**src/rtl/frame_arb_pkg.sv**
```systemverilog
// Shared types and widths for the frame-atomic stream arbiter.
package frame_arb_pkg;

    typedef enum logic {
        IDLE  = 1'b0,
        GRANT = 1'b1
    } state_e;

    localparam int unsigned FRAME_CNT_W = 16;

endpackage

```
**src/rtl/frame_stream_arbiter_if.sv**
```systemverilog
// Per-source image streams in, one arbitrated image stream out.
interface frame_stream_arbiter_if #(
    parameter int unsigned NUM_SRC = 2,
    parameter int unsigned PIX_WID = 24
);
    logic [NUM_SRC-1:0]         s_valid;
    logic [NUM_SRC-1:0]         s_ready;
    logic [NUM_SRC*PIX_WID-1:0] s_data;
    logic [NUM_SRC-1:0]         s_line_last;
    logic [NUM_SRC-1:0]         s_last;
    logic [NUM_SRC-1:0]         s_start;

    logic                       m_valid;
    logic                       m_ready;
    logic [PIX_WID-1:0]         m_data;
    logic                       m_start;
    logic                       m_line_last;
    logic                       m_last;

    // Arbiter side: consumes the sources, drives the merged stream.
    modport master (
        input  s_valid, s_data, s_line_last, s_last, s_start, m_ready,
        output s_ready, m_valid, m_data, m_start, m_line_last, m_last
    );

    // Environment side: drives the sources, consumes the merged stream.
    modport slave (
        output s_valid, s_data, s_line_last, s_last, s_start, m_ready,
        input  s_ready, m_valid, m_data, m_start, m_line_last, m_last
    );
endinterface

```
**src/rtl/rr_select.sv**
```systemverilog
// Combinational round-robin pick: first requester at or after ptr, wrapping.
module rr_select #(
    parameter  int unsigned NUM_SRC = 2,
    localparam int unsigned SRC_W   = $clog2(NUM_SRC)
) (
    input  logic [NUM_SRC-1:0] req,
    input  logic [SRC_W-1:0]   ptr,
    output logic [NUM_SRC-1:0] pick,
    output logic [SRC_W-1:0]   idx
);

    logic [SRC_W:0] cand;
    logic           found;

    // Walk the sources in priority order starting at ptr; first hit wins.
    always_comb begin
        pick  = '0;
        idx   = '0;
        found = 1'b0;
        cand  = '0;
        for (int unsigned k = 0; k < NUM_SRC; k++) begin
            cand = {1'b0, ptr} + (SRC_W+1)'(k);
            if (cand >= (SRC_W+1)'(NUM_SRC)) begin
                cand = cand - (SRC_W+1)'(NUM_SRC);
            end
            if (!found && req[cand[SRC_W-1:0]]) begin
                found                 = 1'b1;
                pick[cand[SRC_W-1:0]] = 1'b1;
                idx                   = cand[SRC_W-1:0];
            end
        end
    end

endmodule

```
**src/rtl/frame_stream_arbiter.sv**
```systemverilog
// Frame-atomic round-robin arbiter: one source owns the output for a whole frame.
module frame_stream_arbiter
    import frame_arb_pkg::*;
#(
    parameter  int unsigned NUM_SRC = 2,
    parameter  int unsigned PIX_WID = 24,
    parameter  int unsigned HEIGHT  = 1080,
    localparam int unsigned SRC_W   = $clog2(NUM_SRC)
) (
    input  logic                   clk,
    input  logic                   rst_n,
    input  logic                   arb_en,
    frame_stream_arbiter_if.master bus,
    output logic                   busy,
    output logic [SRC_W-1:0]       grant_id,
    output logic                   frame_done,
    output logic [FRAME_CNT_W-1:0] frame_cnt,
    output logic                   err_height
);

    localparam int unsigned LINE_W = $clog2(HEIGHT) + 1;

    state_e             state_q, state_d;
    logic [SRC_W-1:0]   rr_ptr_q;
    logic [SRC_W-1:0]   next_ptr;
    logic [SRC_W-1:0]   pick_idx;
    logic [NUM_SRC-1:0] pick_onehot;
    logic [LINE_W-1:0]  line_cnt_q;

    logic               sel_valid;
    logic               sel_start;
    logic               sel_line_last;
    logic               sel_last;
    logic [PIX_WID-1:0] sel_data;

    logic               pix_hs;
    logic               last_hs;
    logic               line_inc;
    logic               height_bad;
    logic               grant_take;

    rr_select #(
        .NUM_SRC (NUM_SRC)
    ) u_rr_select (
        .req  (bus.s_valid),
        .ptr  (rr_ptr_q),
        .pick (pick_onehot),
        .idx  (pick_idx)
    );

    // Select the granted source's stream; grant_id is held after release.
    always_comb begin
        sel_valid     = 1'b0;
        sel_start     = 1'b0;
        sel_line_last = 1'b0;
        sel_last      = 1'b0;
        sel_data      = '0;
        for (int unsigned i = 0; i < NUM_SRC; i++) begin
            if (grant_id == SRC_W'(i)) begin
                sel_valid     = bus.s_valid[i];
                sel_start     = bus.s_start[i];
                sel_line_last = bus.s_line_last[i];
                sel_last      = bus.s_last[i];
                sel_data      = bus.s_data[i*PIX_WID +: PIX_WID];
            end
        end
    end

    assign pix_hs     = (state_q == GRANT) && sel_valid && bus.m_ready;
    assign last_hs    = pix_hs && sel_last;
    assign line_inc   = pix_hs && sel_line_last && !sel_last && (line_cnt_q != '1);
    assign height_bad = (({1'b0, line_cnt_q}) + (LINE_W+1)'(1)) != (LINE_W+1)'(HEIGHT);
    assign next_ptr   = (pick_idx == SRC_W'(NUM_SRC - 1)) ? '0 : pick_idx + SRC_W'(1);

    // Next-state and stream steering; IDLE forwards nothing.
    always_comb begin
        state_d         = state_q;
        grant_take      = 1'b0;
        bus.m_valid     = 1'b0;
        bus.m_data      = '0;
        bus.m_start     = 1'b0;
        bus.m_line_last = 1'b0;
        bus.m_last      = 1'b0;
        bus.s_ready     = '0;
        frame_done      = 1'b0;
        err_height      = 1'b0;
        case (state_q)
            IDLE: begin
                if (arb_en && (|pick_onehot)) begin
                    state_d    = GRANT;
                    grant_take = 1'b1;
                end
            end
            GRANT: begin
                bus.m_valid     = sel_valid;
                bus.m_data      = sel_data;
                bus.m_start     = sel_start;
                bus.m_line_last = sel_line_last;
                bus.m_last      = sel_last;
                for (int unsigned i = 0; i < NUM_SRC; i++) begin
                    if (grant_id == SRC_W'(i)) begin
                        bus.s_ready[i] = bus.m_ready;
                    end
                end
                if (last_hs) begin
                    state_d    = IDLE;
                    frame_done = 1'b1;
                    err_height = height_bad;
                end
            end
            default: state_d = IDLE;
        endcase
    end

    // State register; busy mirrors the registered state.
    always_ff @(posedge clk or negedge rst_n) begin
        if (!rst_n) begin
            state_q <= IDLE;
            busy    <= 1'b0;
        end else begin
            state_q <= state_d;
            busy    <= (state_d == GRANT);
        end
    end

    // Capture the winner and advance the round-robin pointer past it.
    always_ff @(posedge clk or negedge rst_n) begin
        if (!rst_n) begin
            grant_id <= '0;
            rr_ptr_q <= '0;
        end else if (grant_take) begin
            grant_id <= pick_idx;
            rr_ptr_q <= next_ptr;
        end
    end

    // Count completed lines of the current frame, saturating.
    always_ff @(posedge clk or negedge rst_n) begin
        if (!rst_n) begin
            line_cnt_q <= '0;
        end else if (grant_take) begin
            line_cnt_q <= '0;
        end else if (line_inc) begin
            line_cnt_q <= line_cnt_q + LINE_W'(1);
        end
    end

    // Count forwarded frames, wrapping.
    always_ff @(posedge clk or negedge rst_n) begin
        if (!rst_n) begin
            frame_cnt <= '0;
        end else if (last_hs) begin
            frame_cnt <= frame_cnt + FRAME_CNT_W'(1);
        end
    end

endmodule

```
**src/flat_wrapper.sv**
```systemverilog
// flat-port wrapper written by rule: the top's interface ports become plain ports
module frame_stream_arbiter_flat import frame_arb_pkg::*;
#(
    parameter  int unsigned NUM_SRC = 2,
    parameter  int unsigned PIX_WID = 24,
    parameter  int unsigned HEIGHT  = 1080,
    localparam int unsigned SRC_W   = $clog2(NUM_SRC)
)
  (clk, rst_n, arb_en, busy, grant_id, frame_done, frame_cnt, err_height, bus_s_valid, bus_s_data, bus_s_line_last, bus_s_last, bus_s_start, bus_m_ready, bus_s_ready, bus_m_valid, bus_m_data, bus_m_start, bus_m_line_last, bus_m_last);
  frame_stream_arbiter_if #(.NUM_SRC(NUM_SRC), .PIX_WID(PIX_WID)) bus_i ();
  input  logic clk;
  input  logic rst_n;
  input  logic arb_en;
  output logic busy;
  output logic [SRC_W-1:0] grant_id;
  output logic frame_done;
  output logic [FRAME_CNT_W-1:0] frame_cnt;
  output logic err_height;
  input wire logic [$bits(bus_i.s_valid)-1:0] bus_s_valid;
  input wire logic [$bits(bus_i.s_data)-1:0] bus_s_data;
  input wire logic [$bits(bus_i.s_line_last)-1:0] bus_s_line_last;
  input wire logic [$bits(bus_i.s_last)-1:0] bus_s_last;
  input wire logic [$bits(bus_i.s_start)-1:0] bus_s_start;
  input wire logic [$bits(bus_i.m_ready)-1:0] bus_m_ready;
  output wire logic [$bits(bus_i.s_ready)-1:0] bus_s_ready;
  output wire logic [$bits(bus_i.m_valid)-1:0] bus_m_valid;
  output wire logic [$bits(bus_i.m_data)-1:0] bus_m_data;
  output wire logic [$bits(bus_i.m_start)-1:0] bus_m_start;
  output wire logic [$bits(bus_i.m_line_last)-1:0] bus_m_line_last;
  output wire logic [$bits(bus_i.m_last)-1:0] bus_m_last;
  assign bus_i.s_valid = bus_s_valid;
  assign bus_i.s_data = bus_s_data;
  assign bus_i.s_line_last = bus_s_line_last;
  assign bus_i.s_last = bus_s_last;
  assign bus_i.s_start = bus_s_start;
  assign bus_i.m_ready = bus_m_ready;
  assign bus_s_ready = bus_i.s_ready;
  assign bus_m_valid = bus_i.m_valid;
  assign bus_m_data = bus_i.m_data;
  assign bus_m_start = bus_i.m_start;
  assign bus_m_line_last = bus_i.m_line_last;
  assign bus_m_last = bus_i.m_last;
  frame_stream_arbiter #(.NUM_SRC(NUM_SRC), .PIX_WID(PIX_WID), .HEIGHT(HEIGHT)) u_core (.clk(clk), .rst_n(rst_n), .arb_en(arb_en), .bus(bus_i), .busy(busy), .grant_id(grant_id), .frame_done(frame_done), .frame_cnt(frame_cnt), .err_height(err_height));
endmodule
```
**config.mk**
```make
export PLATFORM = sky130hd
export DESIGN_NAME = frame_stream_arbiter_flat
export DESIGN_NICKNAME = d
export VERILOG_FILES = /design/src/rtl/frame_arb_pkg.sv /design/src/rtl/frame_stream_arbiter_if.sv /design/src/rtl/rr_select.sv /design/src/rtl/frame_stream_arbiter.sv /design/src/flat_wrapper.sv
export SDC_FILE = /design/constraint.sdc
export NUM_CORES = 1
export LEC_CHECK = 0
export ABC_AREA = 1
export BUFFER_PORTS_ARGS = -buffer_cell sky130_fd_sc_hd__clkbuf_2
export CORE_ASPECT_RATIO = 1.1
export CORE_UTILIZATION = 49
export CTS_BUF_LIST = sky130_fd_sc_hd__clkbuf_16
export DETAILED_ROUTE_END_ITERATION = 10
export GPL_TIMING_DRIVEN = 1
export HOLD_SLACK_MARGIN = 0.12
export PLACE_DENSITY_LB_ADDON = 0.15
export SETUP_SLACK_MARGIN = 0.05
export SYNTH_ARGS = -nofsm -noshare
export SYNTH_HDL_FRONTEND = slang
export SYNTH_SLANG_ARGS = --single-unit
```
**constraint.sdc**
```tcl
create_clock -name clk -period 2.7 [get_ports clk]
set_input_delay 0.81 -clock clk [delete_from_list [all_inputs] [get_ports clk]]
set_output_delay 0.81 -clock clk [all_outputs]
set_load 0.01 [all_outputs]
```
# Word-level counts from Yosys, hierarchy flattened

Index checks and enable logic that the tools add are counted.

$mul: 0
Shifts and indexed selects: 0
Add/sub/neg operators: 7
Magnitude comparators: 6
Bitwise logic cells: 2
Muxes and demuxes: 39
Div/mod/pow operators: 0
Reduce and logical (&&, ||, !) cells: 14
Eq/ne operators: 2

Operators with widths:

| cell                                                              | count |
|---|---|
| 2-to-1 mux 24 bit                                                 | 2 |
| 2-to-1 mux 1 bit                                                  | 29 |
| 2-to-1 mux 12 bit                                                 | 2 |
| adder 16 x 1 -> 16 bit, second input constant                     | 1 |
| adder 12 x 1 -> 13 bit, second input constant                     | 1 |
| inequality test 13 x 11 -> 1 bit, second input constant           | 1 |
| adder 12 x 1 -> 12 bit, second input constant                     | 1 |
| inequality test 12 bit, second input constant                     | 1 |
| logical AND 1 bit                                                 | 10 |
| 2-to-1 mux 2 bit                                                  | 3 |
| less-than comparator 1 x 2 -> 1 bit, second input constant        | 2 |
| adder 1 x 1 -> 2 bit, second input constant                       | 1 |
| demux 1 bit (select 1 bit)                                        | 2 |
| greater-or-equal comparator 1 bit, second input constant          | 2 |
| greater-or-equal comparator 1 x 2 -> 1 bit, second input constant | 1 |
| greater-or-equal comparator 2 bit, second input constant          | 1 |
| zero test 1 bit                                                   | 2 |
| bitwise OR 2 bit                                                  | 1 |
| case mux 1 bit (2 select lines)                                   | 1 |
| nonzero test 2 bit                                                | 1 |
| OR reduction 2 bit                                                | 1 |
| subtractor 1 bit, second input constant                           | 2 |
| adder 1 bit, second input constant                                | 1 |
| NOT 1 bit                                                         | 1 |

Latch bits: 0
Logic and storage cells: 75
Bits in read-only memories: 0
Input bits: 60
RAM bits: 0
Flip-flop bits (word level): 31
Memories: 0

# Depth between registers and ports, before layout

Depth after elaboration: 14
Depth in mapped cells: 10
Gate-level depth less buffers: 10

# Hierarchy

Synthesis repeated with hierarchy kept, for this count alone.

Cell total of the unflattened synthesis: 338
Area total of the unflattened synthesis: 2232.1 µm²

Modules (own cells, without submodules):

| module               | instances | area an instance (µm²) | seq. area each (µm²) | cells each |
|---|---|---|---|---|
| frame_stream_arbiter | 1         | 2208.4                 | 775.7                | 332 |
| rr_select            | 1         | 23.8                   | 0.0                  | 6 |

# Worst setup path before layout

Ideal clock, no wire load.

Kind: input-to-output
Start point: input port bus_s_valid[0]
End point: output port err_height
Data required time: 1.890 ns
Data arrival time: 1.706 ns
Path slack: 0.184 ns
Stages: 7
Path through: nor2_1 -> nor3_4 -> nand2_2 -> nor2_2 -> buf_6 -> inv_1 -> nor2_1

Cells in the longest elaborated chain, start to end: 6

RTL lines:

| what                            | line                        | text |
|---|---|---|
| start, declared                 | flat_wrapper.sv:19          | `input wire logic [$bits(bus_i.s_valid)-1:0] bus_s_valid;` |
| 2-to-1 mux 1 bit                | frame_stream_arbiter.sv:59  | `if (grant_id == SRC_W'(i)) begin` |
| logical AND 1 bit (2 in series) | frame_stream_arbiter.sv:69  | `assign pix_hs = (state_q == GRANT) && sel_valid && bus.m_ready;` |
| logical AND 1 bit               | frame_stream_arbiter.sv:70  | `assign last_hs = pix_hs && sel_last;` |
| 2-to-1 mux 1 bit                | frame_stream_arbiter.sv:105 | `if (last_hs) begin` |
| 2-to-1 mux 1 bit                | frame_stream_arbiter.sv:87  | `case (state_q)` |
| end, declared                   | flat_wrapper.sv:18          | `output logic err_height;` |

Every way passes these cells.

# Final worst setup path

Same ends and word-level chain as after synthesis.

==> impl_metrics.ini <==
[status]
status = finished, final reports clean

[clock_network]
numCtsBuffers = 5
clk_latency_ns = 0.27
cts_buffer_depth = 2
hold_buffers = 0
cts_tree = yes
root_buffer = clkbuf_16
htree_levels = 2
cts.sinks = 31
clk_pin_slew_ns = 0.05

[sta]
rsz0062_at_grt = yes
fmax_mhz = 393
slew_viol_final = 0
report.final.setup_viol = 0
final_hold_viol_count = 0
fin_crit_ns = 2.54
max-slew-margin-rel_pct = 48.4
clock_skew_ns = 0.00317
min_period_over_period_pct = 94.2
fin_setup_tns_ns = 0
worst_pin_slew_ns = 0.774
layout_setup_ws_ns = 0.157

[synthesis]
synth_edf_count = 0
syn_inst = 328
synth_flop_cell = dfrtp_1
ys_ff_latch = 31
syn_area_mm2 = 0.00216
synth_common_cells = 81 x nor2_1, 75 x nand2_1, 36 x o21ai_0
syn_nets = 391
synth_top_cell_by_area = dfrtp_1
synth_area_leaders = dfrtp_1 36%, nor2_1 14%, nand2_1 13%
ys_types = 25
synth.most_common_cell = nor2_1
ys_warn_count = 0
yosysTopAreaCellShare_pct = 36.0
postSynthAreaPerCell_um2 = 6.58
ys_seq_area_share_pct = 36.0
synth-async-reset-ratio_pct = 100

[setup_path]
worst-path-buf-inv = 3
critical_path.cell_chain = clkbuf_2 -> nor2_1 -> nor3_4 -> nand2_2 -> nor2_2 -> inv_1 -> nor2_1 -> clkbuf_2
critPathMaxFanout = 3
required_ns = 1.89
critPathArrivalTime_ns = 1.73
crit_cells = 8
r2r_setup_slack_ns = 0.79
start_kind = primary input
cp_slowest_cell = nor3_4
r2r_end = u_core.line_cnt_q[8]
critical_path.max_stage_delay_ns = 0.18
endpoint_kind = output port
r2r_start = u_core.grant_id
path_delay_family = simple AND/OR/NAND/NOR gates
reg2reg_depth = 8
worstSetupPathType = in2out

[global_route]
grt_max_degree = 32
grt_use_total_pct = 26.2
grt_pass1_vias = 2220
overflow = 0
antenna_found_initial = 0
grt_pass1_wl_um = 9630

[routing]
first_pass_iters = 4
drc = 0
routedWlPerCell_um = 12.3
via_per_inst = 5.05
wirelength_um = 6050
num_vias = 2490
first_iter_violations = 88
ant_nets = 0

[placed_design]
dpl.hpwl_um = 4510
place.gp.congestion = 0.863
port_buffers = 109
preCtsSetupSlack_ns = 0.171

[min_path]
hold_depth = 2
worstHoldStart = u_core.rr_ptr_q
hold_path_class = reg2reg
min_to = u_core.rr_ptr_q

[die]
die_area_mm2 = 0.00467
initial_core_util_pct = 52.8
coreArea_mm2 = 0.00408
dieHeight_um = 71.6
rows = 24
pin_count = 110
dieWidth_um = 65.3

[power_and_ir_drop]
p_leak_uw = 0.00156
peakVddDrop_mv = 0.647
powerDensity_mw_per_mm2 = 795

[cells_and_area]
fin_util_pct = 72.5
fin_nets = 504
drive_above_1_share_pct = 31.7
antenna_cells = 0
area_growth_pct = 37.3
fill_cells = 355

[flow_run]
cap_violations = 0
power breakdown:
group          switching, µW  leakage (µW)  internal, µW
logic                    740       0.00110           466
registers               87.3      0.000392           545
clock network            185     0.0000671           330
total                   1010       0.00156          1340
placed cells by master, fill, tap and decap left out:
master / instances
nand2_2: 3
mux2i_1: 1
ha_1: 2
nor2_2: 2
buf_4: 8
nand4_1: 3
clkinv_2: 1
dfrtp_2: 4
a21oi_1: 1
nand3_1: 21
clkbuf_16: 5
nand3_2: 1
o21ai_1: 6
clkbuf_2: 109
dfrtp_1: 27
ha_4: 1
clkinv_1: 2
a21boi_0: 1
o21ai_0: 36
inv_1: 25
nand2_1: 74
nor2_1: 78
xnor2_1: 8
nor3_4: 1
inv_2: 1
nand3_4: 1
o21bai_1: 2
nor2_4: 3
xor2_1: 9
nor3_1: 5
cell type report:
cell class                 instances  area, µm²  share of cell area (%)
tap                               52       65.1                    2.20
timing repair buffer             117        606                    20.4
multi-input combinational        259       1270                    43.1
clock inverter                     2       8.76                   0.296
clock buffer                       5        125                    4.22
inverter                          27        101                    3.42
sequential                        31        781                    26.4
sequential cells by signal, summed over array words and instances, names as in the netlist:
register,cells
u_core.busy,1
u_core.frame_cnt,16
u_core.grant_id,1
u_core.line_cnt_q,12
u_core.rr_ptr_q,1
timing repair:
item	4_1_cts	5_1_grt
pin swaps	1	2
gates resized for setup	2	14
endpoints found under the setup margin	1	1
buffers inserted	0	2
per-layer routing:
layer	routed length [µm]	global-route usage, %	vias to the layer above
li1	-	-	1264
met1	2440	29.7	1093
met2	3010	48.1	122
met3	513	5.41	11
met4	91	8.70	0
met5	0	0	-
logic make-up after synthesis:
family / share of synthesized area [%]
adders and majority gates: 1.74
xor gates and xnor gates: 6.90
DFF: 36.0
AOI/OAI and AO/OA: 11.0
buffers and inverters: 7.48
muxes: 0.464
and+or+nand+nor: 36.4
tightest hold or removal path, delay by kind of cell (launching register included):
| family | cells | cell delay, ns |
|---|---|---|
| simple gates | 2 | 0.13 |
| flops | 1 | 0.33 |
metrics by stage:
| stage | instance area, µm² | hold WS, ns | power (µW) | instances |
|---|---|---|---|---|
| finish | 2960 | 0.504 | 2350 | 493 |
| global route | 2960 | 0.557 | 2530 | 493 |
| CTS | 2900 | 0.508 | 2330 | 491 |
| detailed placement | 2750 | 0.497 | 1810 | 484 |
| global placement | 2750 | 0.494 | 1790 | 484 |
| floorplan | 2160 | 0.475 | 1350 | 328 |
how the worst max path moves through the flow:
stage	slack, ns	endpoint	startpoint
2_1_floorplan	0.18	err_height	bus_s_valid[0]
3_3_place_gp	0.20	err_height	bus_s_valid[0]
3_5_place_dp	0.17	err_height	bus_s_valid[0]
4_1_cts	0.05	err_height	u_core.line_cnt_q[1]
5_1_grt	0.02	err_height	u_core.line_cnt_q[0]
6_report	0.16	err_height	bus_s_valid[0]
Power figures use the tool's default switching activity.
